==> src/rtl/rd_addr_n_arbiter_pkg.sv <==
// rd_addr_n_arbiter_pkg: mode encodings and width helper shared by the N-memory arbiter
package rd_addr_n_arbiter_pkg;
  typedef enum logic [1:0] {STP = 2'b00, EVP = 2'b01, EVB = 2'b10, RST = 2'b11} mode_t;
  // ceil(log2(v)), but never below 1 so single-entry sizes still get a bit
  function automatic int log2c(input int v);
    int r;
    r = 1;
    while ((1 << r) < v) r++;
    return r;
  endfunction
endpackage

==> src/rtl/rd_addr_n_arbiter_rr.sv <==
// rd_addr_n_arbiter_rr: fixed-priority and round-robin winner search over masked requests
module rd_addr_n_arbiter_rr
  import rd_addr_n_arbiter_pkg::*;
#(
  parameter int NUM_CH = 2,
  localparam int CHW = log2c(NUM_CH)
) (
  input  logic [NUM_CH-1:0] req_masked,
  input  logic [CHW-1:0]    rr_ptr,
  output logic [CHW-1:0]    fp_win,
  output logic [CHW-1:0]    rr_win,
  output logic              any_valid
);
  logic [CHW-1:0] idx;
  // descending scan so the last hit is the highest-priority one
  always_comb begin
    fp_win = '0;
    rr_win = '0;
    idx = '0;
    for (int i = NUM_CH - 1; i >= 0; i--) begin
      idx = CHW'((int'(rr_ptr) + i) % NUM_CH);
      if (req_masked[CHW'(i)]) fp_win = CHW'(i);
      if (req_masked[idx]) rr_win = idx;
    end
  end
  assign any_valid = |req_masked;
endmodule

==> src/rtl/rd_addr_n_arbiter.sv <==
// rd_addr_n_arbiter: registered read arbiter for the N-coefficient memory with range check and response tag
module rd_addr_n_arbiter
  import rd_addr_n_arbiter_pkg::*;
#(
  parameter int n_size = 8,
  parameter int NUM_CH = 2,
  parameter int INSTR_W = 8,
  localparam int AW = log2c(n_size),
  localparam int CHW = log2c(NUM_CH)
) (
  input  logic                 clk,
  input  logic                 rst_n,
  input  logic [INSTR_W-1:0]   instr,
  input  logic [NUM_CH-1:0]    req,
  input  logic [NUM_CH*AW-1:0] addr_flat,
  output logic [NUM_CH-1:0]    gnt,
  output logic [AW-1:0]        rd_addr_N,
  output logic                 rd_en_N,
  output logic                 rsp_valid,
  output logic [CHW-1:0]       rsp_ch,
  output logic                 addr_err
);
  mode_t mode;
  logic [NUM_CH-1:0] req_masked;
  logic [CHW-1:0] rr_ptr, fp_win, rr_win, win, rd_ch;
  logic [AW-1:0] win_addr;
  logic any_valid, grant_ok, err, issue;
  // unknown upper opcode bits fall back to the safe idle mode
  assign mode = (|instr[INSTR_W-1:2]) ? STP : mode_t'(instr[1:0]);
  assign req_masked = req & ~gnt;
  rd_addr_n_arbiter_rr #(.NUM_CH(NUM_CH)) u_rr (
    .req_masked(req_masked),
    .rr_ptr(rr_ptr),
    .fp_win(fp_win),
    .rr_win(rr_win),
    .any_valid(any_valid)
  );
  always_comb begin
    win = (mode == EVP) ? fp_win : rr_win;
    win_addr = addr_flat[int'(win)*AW +: AW];
    grant_ok = any_valid && (mode == EVP || mode == EVB);
    err = grant_ok && (int'(win_addr) >= n_size);
    issue = grant_ok && !err;
  end
  // out-of-range requests are still granted so the requester is released
  always_ff @(posedge clk or negedge rst_n)
    if (!rst_n) begin
      gnt <= '0;
      rd_addr_N <= '0;
      rd_en_N <= 1'b0;
      addr_err <= 1'b0;
      rr_ptr <= '0;
      rd_ch <= '0;
      rsp_valid <= 1'b0;
      rsp_ch <= '0;
    end else begin
      gnt <= grant_ok ? NUM_CH'(1) << win : '0;
      rd_en_N <= issue;
      addr_err <= err;
      rd_addr_N <= (mode == RST) ? '0 : issue ? win_addr : rd_addr_N;
      rr_ptr <= (mode == RST) ? '0 : (mode == EVB && grant_ok) ? ((win == CHW'(NUM_CH - 1)) ? '0 : win + 1'b1) : rr_ptr;
      rd_ch <= issue ? win : rd_ch;
      rsp_valid <= rd_en_N;
      rsp_ch <= rd_en_N ? rd_ch : rsp_ch;
    end
endmodule

==> config.mk <==
export PLATFORM = sky130hd
export DESIGN_NAME = rd_addr_n_arbiter
export DESIGN_NICKNAME = d
export VERILOG_FILES = /design/src/rtl/rd_addr_n_arbiter_pkg.sv /design/src/rtl/rd_addr_n_arbiter_rr.sv /design/src/rtl/rd_addr_n_arbiter.sv
export SDC_FILE = /design/constraint.sdc
export NUM_CORES = 1
export LEC_CHECK = 0
export CAP_MARGIN = 25
export CELL_PAD_IN_SITES_DETAIL_PLACEMENT = 1
export CELL_PAD_IN_SITES_GLOBAL_PLACEMENT = 2
export CORE_UTILIZATION = 22
export DETAILED_ROUTE_END_ITERATION = 16
export GPL_TIMING_DRIVEN = 0
export PLACE_DENSITY_LB_ADDON = 0.1
export SETUP_SLACK_MARGIN = 0.3
export SLEW_MARGIN = 0
export SYNTH_ARGS = -nofsm -noshare
export SYNTH_HDL_FRONTEND = slang
export SYNTH_SLANG_ARGS = --single-unit
==> constraint.sdc <==
create_clock -name clk -period 2.2 [get_ports clk]
set_clock_uncertainty 0.15 [all_clocks]
set_input_delay 0.22 -clock clk [delete_from_list [all_inputs] [get_ports clk]]
set_output_delay 0.22 -clock clk [all_outputs]
set_load 0.02 [all_outputs]
---- After elaboration in Yosys (flattened, before gate mapping) ----
Cells that the tools add are included.
cells by class
  add/subtract/negate cells ............... 2
  multipliers ............................. 1
  $lt $le $gt $ge ......................... 2
  eq/ne operators ......................... 3
  shifts and indexed selects .............. 2
  muxes and demuxes ....................... 15
  bitwise operators ....................... 2
  reductions and logical operators ........ 7
operators with widths
  operator               number
  $mux W1                11
  $mux W3                2
  $reduce_or A6 Y1       1
  $shiftx A6 B4 Y3       1
  $eq A2 B2 Y1 const B   2
  $lt A1 B2 Y1 const B   2
  $mux W2                2
  $reduce_bool A2 Y1     2
  $mul A1 B2 Y3 const B  1
  $add A1 B1 Y1 const B  2
  $and A2 B2 Y2          1
  $eq A2 B1 Y1 const B   1
  $logic_and A1 B1 Y1    2
  $not A2 Y2             1
  $reduce_or A2 Y1       1
  $shl A1 B1 Y2 const A  1
  $logic_or A1 B1 Y1     1
storage, ports and cells
  register bits after elaboration ......... 10
  output and inout port bits .............. 9
  word-level logic and storage cells ...... 41

---- Longest topological paths before layout ----
  word-level depth ........................ 11
  depth in mapped cells ................... 8
  gate-level depth less buffers ........... 8

---- Modules after synthesis ----
Synthesis repeated with hierarchy kept, for this count alone.
second synthesis, totals
  cells, all modules ...................... 49
  area, all modules ....................... 535.5 sq um
by module, submodules not included
  module                times used  cells each  area an instance (sq um)  seq. area each (sq um)
  rd_addr_n_arbiter     1           44          506.7                     250.2
  rd_addr_n_arbiter_rr  1           5           28.8                      0.0

---- Least setup slack after synthesis ----
Ideal clock, no wire load.
  kind .................................... input to register
  from .................................... input instr[3]
  to ...................................... register rr_ptr
  setup time .............................. 0.125 ns
  data arrival time ....................... 1.670 ns
  required time ........................... 1.925 ns
  slack ................................... 0.255 ns
  stages on the path ...................... 8
  path buffers ............................ 0
  cells stage by stage .................... nor4_1 > nand3_1 > inv_1 > ha_1 > o21ai_2 > inv_2 > a21oi_1 > mux2_2
between the ends
  elaborated cells between the ends (all ways) .. 14
  those cells by class .................... add/sub: 1; eq/ne: 3; mux: 5; reduce/logical: 5
RTL lines
  what                                                 line                     RTL
  start: declaration                                   rd_addr_n_arbiter.sv:13  input logic [INSTR_W-1:0] instr,
  $reduce_or A6 Y1 *                                   rd_addr_n_arbiter.sv:29  assign mode = (|instr[INSTR_W-1:2]) ? STP : mode_t'(instr[1:0]);
  $mux W2 *                                            rd_addr_n_arbiter.sv:29
  $eq A2 B1 Y1 / $eq A2 B2 Y1 (equally long branches)  rd_addr_n_arbiter.sv:41  grant_ok = any_valid && (mode == EVP || mode == EVB);
  $logic_or A1 B1 Y1 *                                 rd_addr_n_arbiter.sv:41
  $logic_and A1 B1 Y1 *                                rd_addr_n_arbiter.sv:41
  net grant_ok                                         rd_addr_n_arbiter.sv:27  logic any_valid, grant_ok, err, issue;
  $logic_and A1 B1 Y1 *                                rd_addr_n_arbiter.sv:61  rr_ptr <= (mode == RST) ? '0 : (mode == EVB && grant_ok) ? ((win == CHW'(NUM_CH - 1)) ? '0 : win + 1'b1) : rr_ ...
  $reduce_bool A2 Y1 (no line) *                       --
  end signal: assignment                               rd_addr_n_arbiter.sv:61
  end: declaration                                     rd_addr_n_arbiter.sv:25  logic [CHW-1:0] rr_ptr, fp_win, rr_win, win, rd_ch;
The timed path passes the listed nets; every way through them passes the cells marked *. The select of a mux whose other input is x is not followed.
A chain may end at the register's enable or synchronous reset.

---- Worst setup path in the final report ----
  from .................................... input instr[7]
  to ...................................... register rr_ptr
The elaborated chain is that of the path after synthesis.

==> impl_metrics.tcl <==
set metrics [dict create \
    net-switching-power_mw 0.132 \
    cts_root_buf "clkbuf_4" \
    post-route-util 0.411 \
    number_of_setup_violations_in_the_final_report 0 \
    post_synth_num_cell_types 21 \
    synthTopCellsByArea "dfrtp_1 48%, mux2i_1 7.7%, ha_1 7.3%" \
    placed_instance_count 97 \
    sw_frac_of_total 0.256 \
    critical_path.top_delay_family "buffers and inverters" \
    yosys_warnings 0 \
    h-tree-depth 1 \
    ys_async_sr_fraction 1.00 \
    internal_power_mw 0.381 \
    final_cycle_share 0.844 \
    dieArea_sq_um 2550 \
    cap_viol_max_count 0 \
    syn-cell-area_sq_um 517 \
    fin_total_pwr_mw 0.513 \
    height_of_the_die_um 50.5 \
    worst_ir_drop_vdd_uv 361 \
    mappedNetlistNets 65 \
    antenna_found_initial 0 \
    critical_path_class "in2reg" \
    grt_pass1_vias 425 \
    status "complete, no violations" \
    worst_slack_ns 0.343 \
    critical_path_buf_inv_count 2 \
    portBuffers 25 \
    critPathMaxFanout 3 \
    synth_seq_area_share 0.484 \
    clock_insertion_delay_worst_skew_ns 0.27 \
    horizontal_die_dimension_um 50.5 \
    drt-pass1-iter-count 1 \
    endpoint_kind "flip-flop" \
    layoutNonFillerInstCount 104 \
    cts_tree "built" \
    flow.area_growth_from_synthesis_pct 76.0 \
    synth_top_area_frac 0.484 \
    timing.hold.worst.class "in2async" \
    dpl_cell_area_sq_um 812 \
    clkSinkCount 10 \
    synth_area_per_cell_sq_um 11.7 \
    post_place_setup_slack_ns -0.268 \
    cp_cell_sequence "clkdlybuf4s50_1 > nor2_1 > and3_4 > ha_4 > o21ai_2 > inv_2 > a21oi_2 > mux2_4" \
    floorplan.initialDensity 0.234 \
    critical_path_required_ns 2.20 \
    clkPwrFrac 0.321 \
    comb_power_share 0.262 \
    post_drt_wl_per_cell_um 10.9 \
    final.fill_count 251 \
    syn-instance-count 44 \
    dr_total_vias 433 \
    grt_pass1_wl_um 1810 \
    worstSetupStartpointType "input pin" \
    clkSlewWorstSetupHoldPaths_ns 0.06 \
    vias_per_cell 4.16 \
    dp_hpwl_um 890 \
    timing.rr.start "gnt[0]$_DFF_PN0_" \
    totalWireLength_um 1140 \
    synth_top_cell_by_area "dfrtp_1" \
    slowest_cp_cell "clkdlybuf4s50_1" \
    placement_rows 17 \
    critical_path.startpoint "instr[7]" \
    synth.ff_latch_count 10 \
    seq_power_share 0.417 \
    cts_inserted_buffers 3 \
    grt-ovfl-total 0 \
    post_layout_minimum_cycle_time_ns 1.86 \
    gr-usage-all-layers 0.0982 \
    final_design_area_no_fill_sq_um 910 \
    cpPeakStageDelay_ns 0.39 \
    count_of_antenna_diodes_in_the_layout 0 \
    layout_commonest_cell "clkdlybuf4s50_1" \
    design.core.area_sq_um 2210 \
    antenna_violating_nets_post_route 0 \
    synth_edf_count 0 \
    maximum_root_to_sink_buffer_count 2 \
    place_congestion 0.620 \
    post_route_cells_drive_above_1_share 0.329 \
    maxSlewViolCount 0 \
    postCtsHoldBufs 0 \
    dr_iter_0_viols 0 \
    finalHoldViolCount 0 \
    fmax_ghz 0.539 \
    grt_max_degree 11 \
    leakagePower_nw 0.436 \
    rsz0062_at_grt "false" \
    io_pins 27 \
    crit_path_dat_ns 1.86 \
    synth-main-ff-cell "dfrtp_1" \
    mostFrequentLayoutCells "21 x clkdlybuf4s50_1, 10 x dfrtp_1, 5 x nor2_1, 4 x mux2i_1, 4 x buf_4" \
    power_per_cell_area_nw_per_um2 564 \
    finish.net_count 98 \
    post-route-drc-count 0 \
]
==> power by group through the flow <==
stage	clock [mW]	sequential (mW)	combinational, mW
4_1_cts	0.174	0.215	0.131
3_3_place_gp	0	0.218	0.132
6_report	0.165	0.214	0.134
5_1_grt	0.180	0.216	0.143
3_5_place_dp	0	0.218	0.131
2_1_floorplan	0	0.237	0.0368
==> synth_stat cells (2+ instances only) <==
master,n
nor2_1,5
dfrtp_1,10
inv_1,2
mux2_2,2
a211oi_1,3
ha_1,3
mux2i_1,4
and2_2,2
==> cell families after synthesis <==
family	synth area share
AND/OR/NAND/NOR	0.194
flip-flops	0.484
AO/OA/AOI/OAI	0.0847
multiplexers	0.121
buffers and inverters	0.0363
adder cells (fa/ha/maj)	0.0726
other	0.00726
==> sequential cells by signal, indices dropped and copies added, names as in the netlist <==
name / cells
rsp_valid: 1
rsp_ch: 1
rd_addr_N: 3
rd_ch: 1
rr_ptr: 1
gnt: 2
rd_en_N: 1
==> metal layers <==
metal  part of all wire  global-route usage  up-vias
li1                   -                   -      214
met1               0.44               0.120      202
met2               0.48               0.144       15
met3              0.060              0.0303        2
met4              0.021              0.0694        0
met5                  0                   0        -
==> area by class of cell <==
type | instances | area (sq um) | area share
tap | 28 | 35.0 | 0.0385
sequential | 10 | 250 | 0.275
clock buffer | 4 | 36.3 | 0.0399
buffer | 1 | 7.51 | 0.00825
timing repair buffer | 28 | 272 | 0.298
multi-input combinational | 30 | 298 | 0.327
inverter | 3 | 11.3 | 0.0124
==> worst register-to-register path, delay by kind of cell, from the launching register on <==
family                 cells  cell delay, ns
AOI/OAI and AO/OA          2            0.30
buffers and inverters      1            0.06
muxes                      1            0.31
and+or+nand+nor            1            0.23
DFF                        1            0.37
==> repair_timing <==
item	4_1_cts	5_1_grt
buffers inserted	3	0
gates resized for setup	4	7
setup endpoints to repair	4	5
pin swaps	5	4
==> through the flow <==
step	hold WS (ns)	setup TNS [ns]
2_1_floorplan	-0.226	0
3_3_place_gp	0.250	-0.417
3_5_place_dp	0.255	-0.314
4_1_cts	0.126	0
5_1_grt	0.142	0
6_report	0.111	0
==> final timing paths <==
check / endpoint / slack [ns] / depth (start not counted)
setup / recovery: rr_ptr$_DFFE_PN0P_ / 0.34 / 8
hold / removal: rr_ptr$_DFFE_PN0P_ / 0.11 / 1
setup reg to reg: rr_ptr$_DFFE_PN0P_ / 0.68 / 5
hold reg to reg: rsp_valid$_DFF_PN0_ / 0.26 / 0
max in group asynchronous: gnt[0]$_DFF_PN0_ / 1.49 / 1
min in group clk: rsp_valid$_DFF_PN0_ / 0.26 / 0
Power figures use the tool's default switching activity.
